### src/rtl/audio_dac_player.sv
`default_nettype none
// ============================================================================
//  Module      : audio_dac_player
//  Description : Buffers 32-bit stereo samples from the mixer in a small FIFO
//                and shifts them out to the codec DAC in I2S format, 16 bits
//                per channel, slaved to codec-supplied BCLK and DACLRCK.
//  Revision    : 1.0 - initial release
// ============================================================================
module audio_dac_player #(
    parameter int FIFO_DEPTH = 4,
    parameter int LVL_W      = 3
) (
    input  logic             i_clk,
    input  logic             i_rst_n,
    input  logic             i_en,
    input  logic             i_valid,
    input  logic [31:0]      i_data,
    output logic             o_ready,
    input  logic             i_bclk,
    input  logic             i_daclrck,
    output logic             o_dacdat,
    output logic             o_underflow,
    output logic [LVL_W-1:0] o_level
);

    localparam int               PTR_W    = $clog2(FIFO_DEPTH);
    localparam logic [LVL_W-1:0] FULL_LVL = LVL_W'(FIFO_DEPTH);

    typedef enum logic [1:0] {
        ST_IDLE      = 2'd0,
        ST_WAIT_LEFT = 2'd1,
        ST_STREAM    = 2'd2
    } state_t;

    state_t           state_q;
    logic [1:0]       bclk_sync_q;
    logic [1:0]       lrck_sync_q;
    logic             bclk_prev_q;
    logic             lr_cur_q;
    logic             lr_prev_q;
    logic [4:0]       bitcnt_q;     // bit 4 set means no bits left in this half
    logic [31:0]      frame_q;
    logic [31:0]      frame_d;
    logic [31:0]      mem_q [FIFO_DEPTH];
    logic [PTR_W-1:0] wr_ptr_q;
    logic [PTR_W-1:0] rd_ptr_q;
    logic [LVL_W-1:0] level_q;
    logic             dacdat_q;
    logic             underflow_q;

    logic             bclk_rise;
    logic             bclk_fall;
    logic             msb_slot;
    logic             enabled;
    logic             left_load;
    logic             fifo_empty;
    logic             do_push;
    logic             do_pop;
    logic [4:0]       bit_idx;
    logic             slot_live;
    logic             streaming;

    // Slot decode: the MSB slot is the first fall after an LR change; left
    // channel reads frame[31:16], right reads frame[15:0].
    assign bclk_rise  = bclk_sync_q[1] & ~bclk_prev_q;
    assign bclk_fall  = ~bclk_sync_q[1] & bclk_prev_q;
    assign msb_slot   = (lr_cur_q != lr_prev_q);
    assign enabled    = i_en & (state_q != ST_IDLE);
    assign left_load  = bclk_fall & msb_slot & ~lr_cur_q & enabled;
    assign fifo_empty = (level_q == '0);
    assign do_push    = i_valid & o_ready;
    assign do_pop     = left_load & ~fifo_empty;
    assign o_ready    = enabled & (level_q != FULL_LVL);
    assign frame_d    = left_load ? (fifo_empty ? 32'd0 : mem_q[rd_ptr_q]) : frame_q;
    assign bit_idx    = {~lr_cur_q, (msb_slot ? 4'd15 : bitcnt_q[3:0])};
    assign slot_live  = msb_slot | ~bitcnt_q[4];
    assign streaming  = (state_q == ST_STREAM) | left_load;

    assign o_dacdat    = dacdat_q;
    assign o_underflow = underflow_q;
    assign o_level     = level_q;

    // Two-flop synchronisers for the codec clocks plus a BCLK history flop.
    always_ff @(posedge i_clk or negedge i_rst_n) begin
        if (!i_rst_n) begin
            bclk_sync_q <= 2'b00;
            lrck_sync_q <= 2'b00;
            bclk_prev_q <= 1'b0;
        end else begin
            bclk_sync_q <= {bclk_sync_q[0], i_bclk};
            lrck_sync_q <= {lrck_sync_q[0], i_daclrck};
            bclk_prev_q <= bclk_sync_q[1];
        end
    end

    // LR history sampled on BCLK rises; bit counter advanced on BCLK falls.
    always_ff @(posedge i_clk or negedge i_rst_n) begin
        if (!i_rst_n) begin
            lr_cur_q  <= 1'b0;
            lr_prev_q <= 1'b0;
            bitcnt_q  <= 5'h1F;
        end else begin
            if (bclk_rise) begin
                lr_prev_q <= lr_cur_q;
                lr_cur_q  <= lrck_sync_q[1];
            end
            if (bclk_fall) begin
                if (msb_slot) begin
                    bitcnt_q <= 5'd14;
                end else if (!bitcnt_q[4]) begin
                    bitcnt_q <= bitcnt_q - 5'd1;
                end
            end
        end
    end

    // FIFO pointers and occupancy; disabling playback flushes the queue.
    always_ff @(posedge i_clk or negedge i_rst_n) begin
        if (!i_rst_n) begin
            wr_ptr_q <= '0;
            rd_ptr_q <= '0;
            level_q  <= '0;
        end else if (!i_en) begin
            wr_ptr_q <= '0;
            rd_ptr_q <= '0;
            level_q  <= '0;
        end else begin
            if (do_push) wr_ptr_q <= wr_ptr_q + 1'b1;
            if (do_pop)  rd_ptr_q <= rd_ptr_q + 1'b1;
            level_q <= level_q + LVL_W'(do_push) - LVL_W'(do_pop);
        end
    end

    // Sample storage; contents are don't-care until written.
    always_ff @(posedge i_clk) begin
        if (do_push) mem_q[wr_ptr_q] <= i_data;
    end

    // Channel-tracking FSM with frame register and registered serial output.
    always_ff @(posedge i_clk or negedge i_rst_n) begin
        if (!i_rst_n) begin
            state_q     <= ST_IDLE;
            frame_q     <= 32'd0;
            dacdat_q    <= 1'b0;
            underflow_q <= 1'b0;
        end else begin
            underflow_q <= 1'b0;
            if (!i_en) begin
                state_q  <= ST_IDLE;
                frame_q  <= 32'd0;
                dacdat_q <= 1'b0;
            end else begin
                case (state_q)
                    ST_IDLE:      state_q <= ST_WAIT_LEFT;
                    ST_WAIT_LEFT: if (left_load) state_q <= ST_STREAM;
                    ST_STREAM:    state_q <= ST_STREAM;
                    default:      state_q <= ST_IDLE;
                endcase
                frame_q <= frame_d;
                if (left_load && fifo_empty) underflow_q <= 1'b1;
                if (bclk_fall) dacdat_q <= streaming & slot_live & frame_d[bit_idx];
            end
        end
    end

endmodule
`default_nettype wire
### config.mk
export PLATFORM = sky130hd
export DESIGN_NAME = audio_dac_player
export DESIGN_NICKNAME = d
export VERILOG_FILES = /design/src/rtl/audio_dac_player.sv
export SDC_FILE = /design/constraint.sdc
export NUM_CORES = 1
export LEC_CHECK = 0
export ABC_AREA = 0
export CORE_ASPECT_RATIO = 1.1
export CORE_MARGIN = 2
export CORE_UTILIZATION = 37
export CTS_CLUSTER_SIZE = 30
export DETAILED_ROUTE_END_ITERATION = 6
export GPL_TIMING_DRIVEN = 1
export PLACE_DENSITY = 0.51
export SYNTH_ARGS = -nofsm -noshare
export SYNTH_HDL_FRONTEND = slang
export SYNTH_SLANG_ARGS = --single-unit
### constraint.sdc
create_clock -name i_clk -period 3.9 [get_ports i_clk]
set_input_delay 0.78 -clock i_clk [delete_from_list [all_inputs] [get_ports i_clk]]
set_output_delay 0.78 -clock i_clk [all_outputs]
set_load 0.01 [all_outputs]
---- Yosys cells after proc, flatten, opt, wreduce, memory -nomap -nowiden ----
Memories as Yosys holds them, arrays and structs flattened.
Index checks and enable logic that the tools add are counted.
cells by class
  bitwise gates (word level) .............. 18
  $lt $le $gt $ge ......................... 1
  add/sub/neg operators ................... 5
  reduce and logical (&&, ||, !) cells .... 5
  muxes and demuxes ....................... 22
  eq/ne operators ......................... 9
operators by type and width
  kind                                                   count
  two-way mux 32 bit                                     3
  two-way mux 2 bit                                      6
  bitwise AND 1 bit                                      11
  two-way mux 5 bit                                      2
  inequality test 2 x 1 -> 1 bit, second input constant  4
  two-way mux 1 bit                                      7
  < comparator 5 x 6 -> 1 bit, second input constant     1
  inequality test 3 bit, second input constant           2
  case mux 2 bit (3 select lines)                        1
  binary-select mux 1 bit (select 5 bit)                 1
  inverter 1 bit                                         5
  subtractor 5 x 1 -> 5 bit, second input constant       1
  adder 2 x 1 -> 2 bit, second input constant            2
  two-way mux 4 bit                                      1
  adder 3 x 1 -> 3 bit                                   1
  logical NOT 3 bit                                      1
  two-way mux 3 bit                                      1
  subtractor 3 x 1 -> 3 bit                              1
  equality test 2 x 1 -> 1 bit, second input constant    1
  equality test 2 bit, second input constant             1
  logical NOT 2 bit                                      1
  OR 1 bit                                               2
  AND reduction 2 bit                                    1
  nonzero test 2 bit                                     1
  other kinds (2)                                        2
storage, ports and cells
  memories kept ........................... 1
  flip-flop bits (word level) ............. 55
  memory bits (writable) .................. 128
  input port bits ......................... 38
memories
  memory  depth  width  read ports  clocked after Yosys merged registers in  wr ports  RTL line  source
  mem_q   4      32     1           0                                        1         44        logic [31:0] mem_q [FIFO_DEPTH];

---- Longest topological paths before layout ----
  word-level depth ........................ 11
  depth in mapped cells ................... 14
  gate-level depth less buffers ........... 13

---- Least setup slack after synthesis ----
No wires, ideal clock.
  kind .................................... input -> register
  start point ............................. input i_en
  end point ............................... register level_q[2] (netlist: o_level[2])
  arrival time ............................ 2.875 ns
  data required time ...................... 3.768 ns
  path buffers ............................ 3
  cell stages on the path ................. 12
  setup slack ............................. 0.893 ns
  setup time .............................. 0.132 ns
  cell sequence ........................... and4bb_1 -> and3_1 -> buf_2 -> buf_2 -> buf_1 -> ha_1 -> inv_1 -> ha_1 -> inv_1 -> fa_1 -> xnor2_1 -> nor2_1
on the way
  word-level cells in the longest chain between the ends .. 6
  elaborated cells on any way between the ends .. 8
  those cells by class .................... add/sub: 2; mux: 1; bitwise: 5
RTL lines
  item                       RTL line  source
  from (decl)                15        input logic i_en,
  bitwise AND 1 bit          68        assign enabled = i_en & (state_q != ST_IDLE);
  bitwise AND 1 bit          73        assign o_ready = enabled & (level_q != FULL_LVL);
  bitwise AND 1 bit          71        assign do_push = i_valid & o_ready;
  adder 3 x 1 -> 3 bit       130       level_q <= level_q + LVL_W'(do_push) - LVL_W'(do_pop);
  subtractor 3 x 1 -> 3 bit  130
  two-way mux 3 bit *        123       end else if (!i_en) begin
  to (signal assigned)       130
  to (decl)                  47        logic [LVL_W-1:0] level_q;
Mark *: on every way between the ends. The rest lies on a longest branch, timed or not.
A chain may end at the register's enable or synchronous reset.

---- Worst setup path in the final report ----
  start point ............................. input i_en
  end point ............................... output o_ready
on the way
  word-level cells in the longest chain between the ends .. 2
RTL lines
  item               RTL line  source
  bitwise AND 1 bit  68
  bitwise AND 1 bit  73
  to (decl)          18        output logic o_ready,
Every way passes these cells.

==> results by group <==
Status
  – Status: finished, final reports clean

Timing
  – Worst Max-Slew Pin Slew: 0.868 ns
  – Final worst-path cycle share: 0.869
  – Max_slew headroom: 0.421
  – Setup_tns: 0 ns
  – RSZ-0062 raised after global routing: no
  – Final clock skew: 0.0143 ns
  – Final Max Tran Viols: 0
  – Tmin final: 3.39 ns
  – Final Hold Vio Count: 0
  – Setup violators final: 0
  – Fmax: 295 MHz

Layout
  – Share of layout cells above drive strength 1: 0.162
  – Nets: 557
  – Multi-input logic area: 2060 um2
  – Antenna Cells: 0
  – Final Cell Area: 8730 um2
  – Sequential Area: 5230 um2
  – Fillers: 1761
  – P&R area growth vs syn: 17.1%
  – Most common cell after layout, fill and taps aside: edfxtp_1
  – Most frequent cells in the layout: edfxtp_1 (128), dfrtp_1 (49), nor2_1 (43)

Route
  – Drt first pass iters: 5
  – Vias per cell: 5.36
  – DR vias: 4137
  – DRC Markers: 0
  – WL per Instance: 19.7 um
  – Post-Route WL: 15200 um
  – Antenna Nets Post-Route: 0
  – Iteration-0 DRC Markers: 278

Worst setup path
  – FF-to-FF End: o_level[2]$_DFF_PN0_
  – R2r worst-path depth: 13
  – R2R Path Start: state_q[0]$_DFFE_PN0P_
  – Worst Setup Path Type: in -> out
  – CP cell instances: clkdlybuf4s50_1 > nand2b_1 > a21oi_1 > clkdlybuf4s50_1
  – R2R setup slack: 1.12 ns
  – CP startpoint kind: input port
  – Worst endpoint data arrival time: 2.61 ns
  – Most numerous cell on the critical path: clkdlybuf4s50_1
  – Worst EP required: 3.12 ns
  – CP Max Fanout: 12
  – Crit-path max cell delay: 0.71 ns
  – CP endpoint kind: output port
  – Critical path's slowest cell: clkdlybuf4s50_1

Floorplan
  – Initial core utilization: 0.377
  – # IOs: 44
  – Cell row count: 54
  – Core area: 19800 um2
  – Die Wd: 139 um
  – Die height: 153 um
  – Die area: 21300 um2

Logic synthesis
  – FF+latch count, synth: 183
  – Seq/Total Area, Yosys: 0.701
  – Synth Area per Inst: 16.3 um2
  – Unique masters post-synth: 54
  – Post-Synthesis Cells: 459
  – Post-Syn Nets: 509
  – Post-synthesis async set-or-reset flop share: 0.301
  – Post-Synthesis Cell Area: 7460 um2
  – Ys flop type: edfxtp_1
  – Ys Warns: 0
  – Post-synth EDFFs: 128

Placement
  – GPL Wtd Cong: 0.851
  – DPL Wire Length: 9580 um
  – IO Port Bufs: 43
  – Placed Area: 8170 um2

CTS
  – Clock sink count: 183
  – Setup bufs post-CTS: 0
  – Max Root-Sink Buffers: 2
  – H-tree depth: 4
  – Root Driver: clkbuf_16
  – Clock transition at path regs: 0.07 ns
  – PostCTS Resize Cnt: 0
  – CTS buffer count: 17
  – CTS tree: done
  – Worst skew pair latency: 0.43 ns
  – Hold Buf Count CTS: 0

Worst hold path
  – Hold depth: 0
  – Min-Delay Startpoint: lrck_sync_q[0]$_DFF_PN0_
  – Worst min-delay path class: reg -> reg
  – Hold Path Sink: lrck_sync_q[1]$_DFF_PN0_

GRT
  – Initial antenna violation count: 0
  – Congestion Overflow GR: 0
  – Aggregate global-route resource usage: 0.152
  – Vias in the first global route: 4308
  – First-pass GRT wire length: 24400 um
  – Largest net degree at the start of global routing: 38

Run
  – Max-cap violations: 0

Power and ir drop
  – PnR Total Power: 4.51 mW
  – Leakage: 3.08 nW
  – P_int: 3.35 mW
  – Power Density: 516 nW/um2
  – Maximum vdd ir drop: 268 uV
  – Switching pwr: 1.15 mW
  – Clock network power share: 0.365
  – Comb power frac: 0.128
  – Switching share of power: 0.256
  – Sequential share of power: 0.508
## kinds of logic after synthesis
group | Yosys count | share of synthesized area
buffers and inverters | 38 | 0.0233
multiplexers | 35 | 0.102
AND/OR/NAND/NOR | 108 | 0.0723
flip-flops | 183 | 0.701
adder cells (fa/ha/maj) | 12 | 0.0211
AO/OA/AOI/OAI | 76 | 0.0709
XOR/XNOR | 7 | 0.00923
## worst max-delay path by stage
stage                     startpoint                   end  cells past startpoint
after floorplan                 i_en  o_level[2]$_DFF_PN0_                     12
after global placement          i_en  o_level[2]$_DFF_PN0_                     12
after detailed placement        i_en  o_level[2]$_DFF_PN0_                     12
after CTS                       i_en               o_ready                      4
after global routing            i_en               o_ready                      4
final                           i_en               o_ready                      4
## metal layers
| layer | vias up | share of wire | track usage |
|---|---|---|---|
| met5 | - | 0 | 0 |
| met3 | 21 | 0.032 | 0.0273 |
| li1 | 1875 | - | - |
| met1 | 2138 | 0.44 | 0.193 |
| met4 | 0 | 0.028 | 0.0707 |
| met2 | 103 | 0.50 | 0.253 |
## cell usage after synthesis (5+ instances only)
cell type | n | area share
edfxtp_1 | 128 | 0.52
dfrtp_1 | 50 | 0.17
nor2_1 | 43 | 0.022
mux4_2 | 29 | 0.088
a22oi_1 | 24 | 0.024
a21oi_1 | 19 | 0.013
nand2_1 | 18 | 0.0091
clkbuf_1 | 13 | 0.0065
ha_1 | 11 | 0.018
inv_1 | 10 | 0.0050
and2_1 | 9 | 0.0075
a22o_1 | 7 | 0.0082
and3_1 | 7 | 0.0059
buf_2 | 7 | 0.0047
o21ai_0 | 6 | 0.0040
dfstp_2 | 5 | 0.018
nand2b_1 | 5 | 0.0042
nor3_1 | 5 | 0.0034
## power by group through the flow
| stage | Clock, mW | Combinational, mW | Sequential [mW] |
|---|---|---|---|
| 6_report | 1.64 | 0.576 | 2.29 |
| 5_1_grt | 1.77 | 0.640 | 2.30 |
| 4_1_cts | 1.69 | 0.583 | 2.29 |
| 3_5_place_dp | 0 | 0.580 | 2.33 |
| 3_3_place_gp | 0 | 0.573 | 2.33 |
| 2_1_floorplan | 0 | 0.412 | 2.27 |
## per-stage QoR
step | hold slack [ns] | setup WS (ns) | instances | utilization
global placement | 0.344 | 0.422 | 740 | 0.413
floorplan | 0.331 | 0.893 | 459 | -
detailed placement | 0.342 | 0.319 | 740 | 0.413
finish | 0.358 | 0.512 | 772 | 0.441
CTS | 0.366 | 0.484 | 772 | 0.441
global route | 0.377 | 0.387 | 772 | 0.441
## critical path: cells and delay by family
family          cells  cell delay (ns)
simple gates        1             0.14
compound gates      1             0.36
buf+inv             2             1.33
## cell type report
class                           count  share of cell area
Clock buffer                       21              0.0516
Clock inverter                     11              0.0132
Inverter                           11             0.00473
Multi-Input combinational cell    238               0.236
Sequential cell                   183               0.599
Tap cell                          252              0.0361
Timing Repair Buffer               56              0.0599
## sequential cells by signal (all words and copies together), names as in the netlist
register	cells
lrck_sync_q	2
lr_cur_q	1
mem_q	128
o_underflow	1
bitcnt_q	5
rd_ptr_q	2
wr_ptr_q	2
bclk_sync_q	2
lr_prev_q	1
state_q	2
frame_q	32
o_level	3
o_dacdat	1
bclk_prev_q	1
No activity file was read; power rests on OpenSTA's default activity.
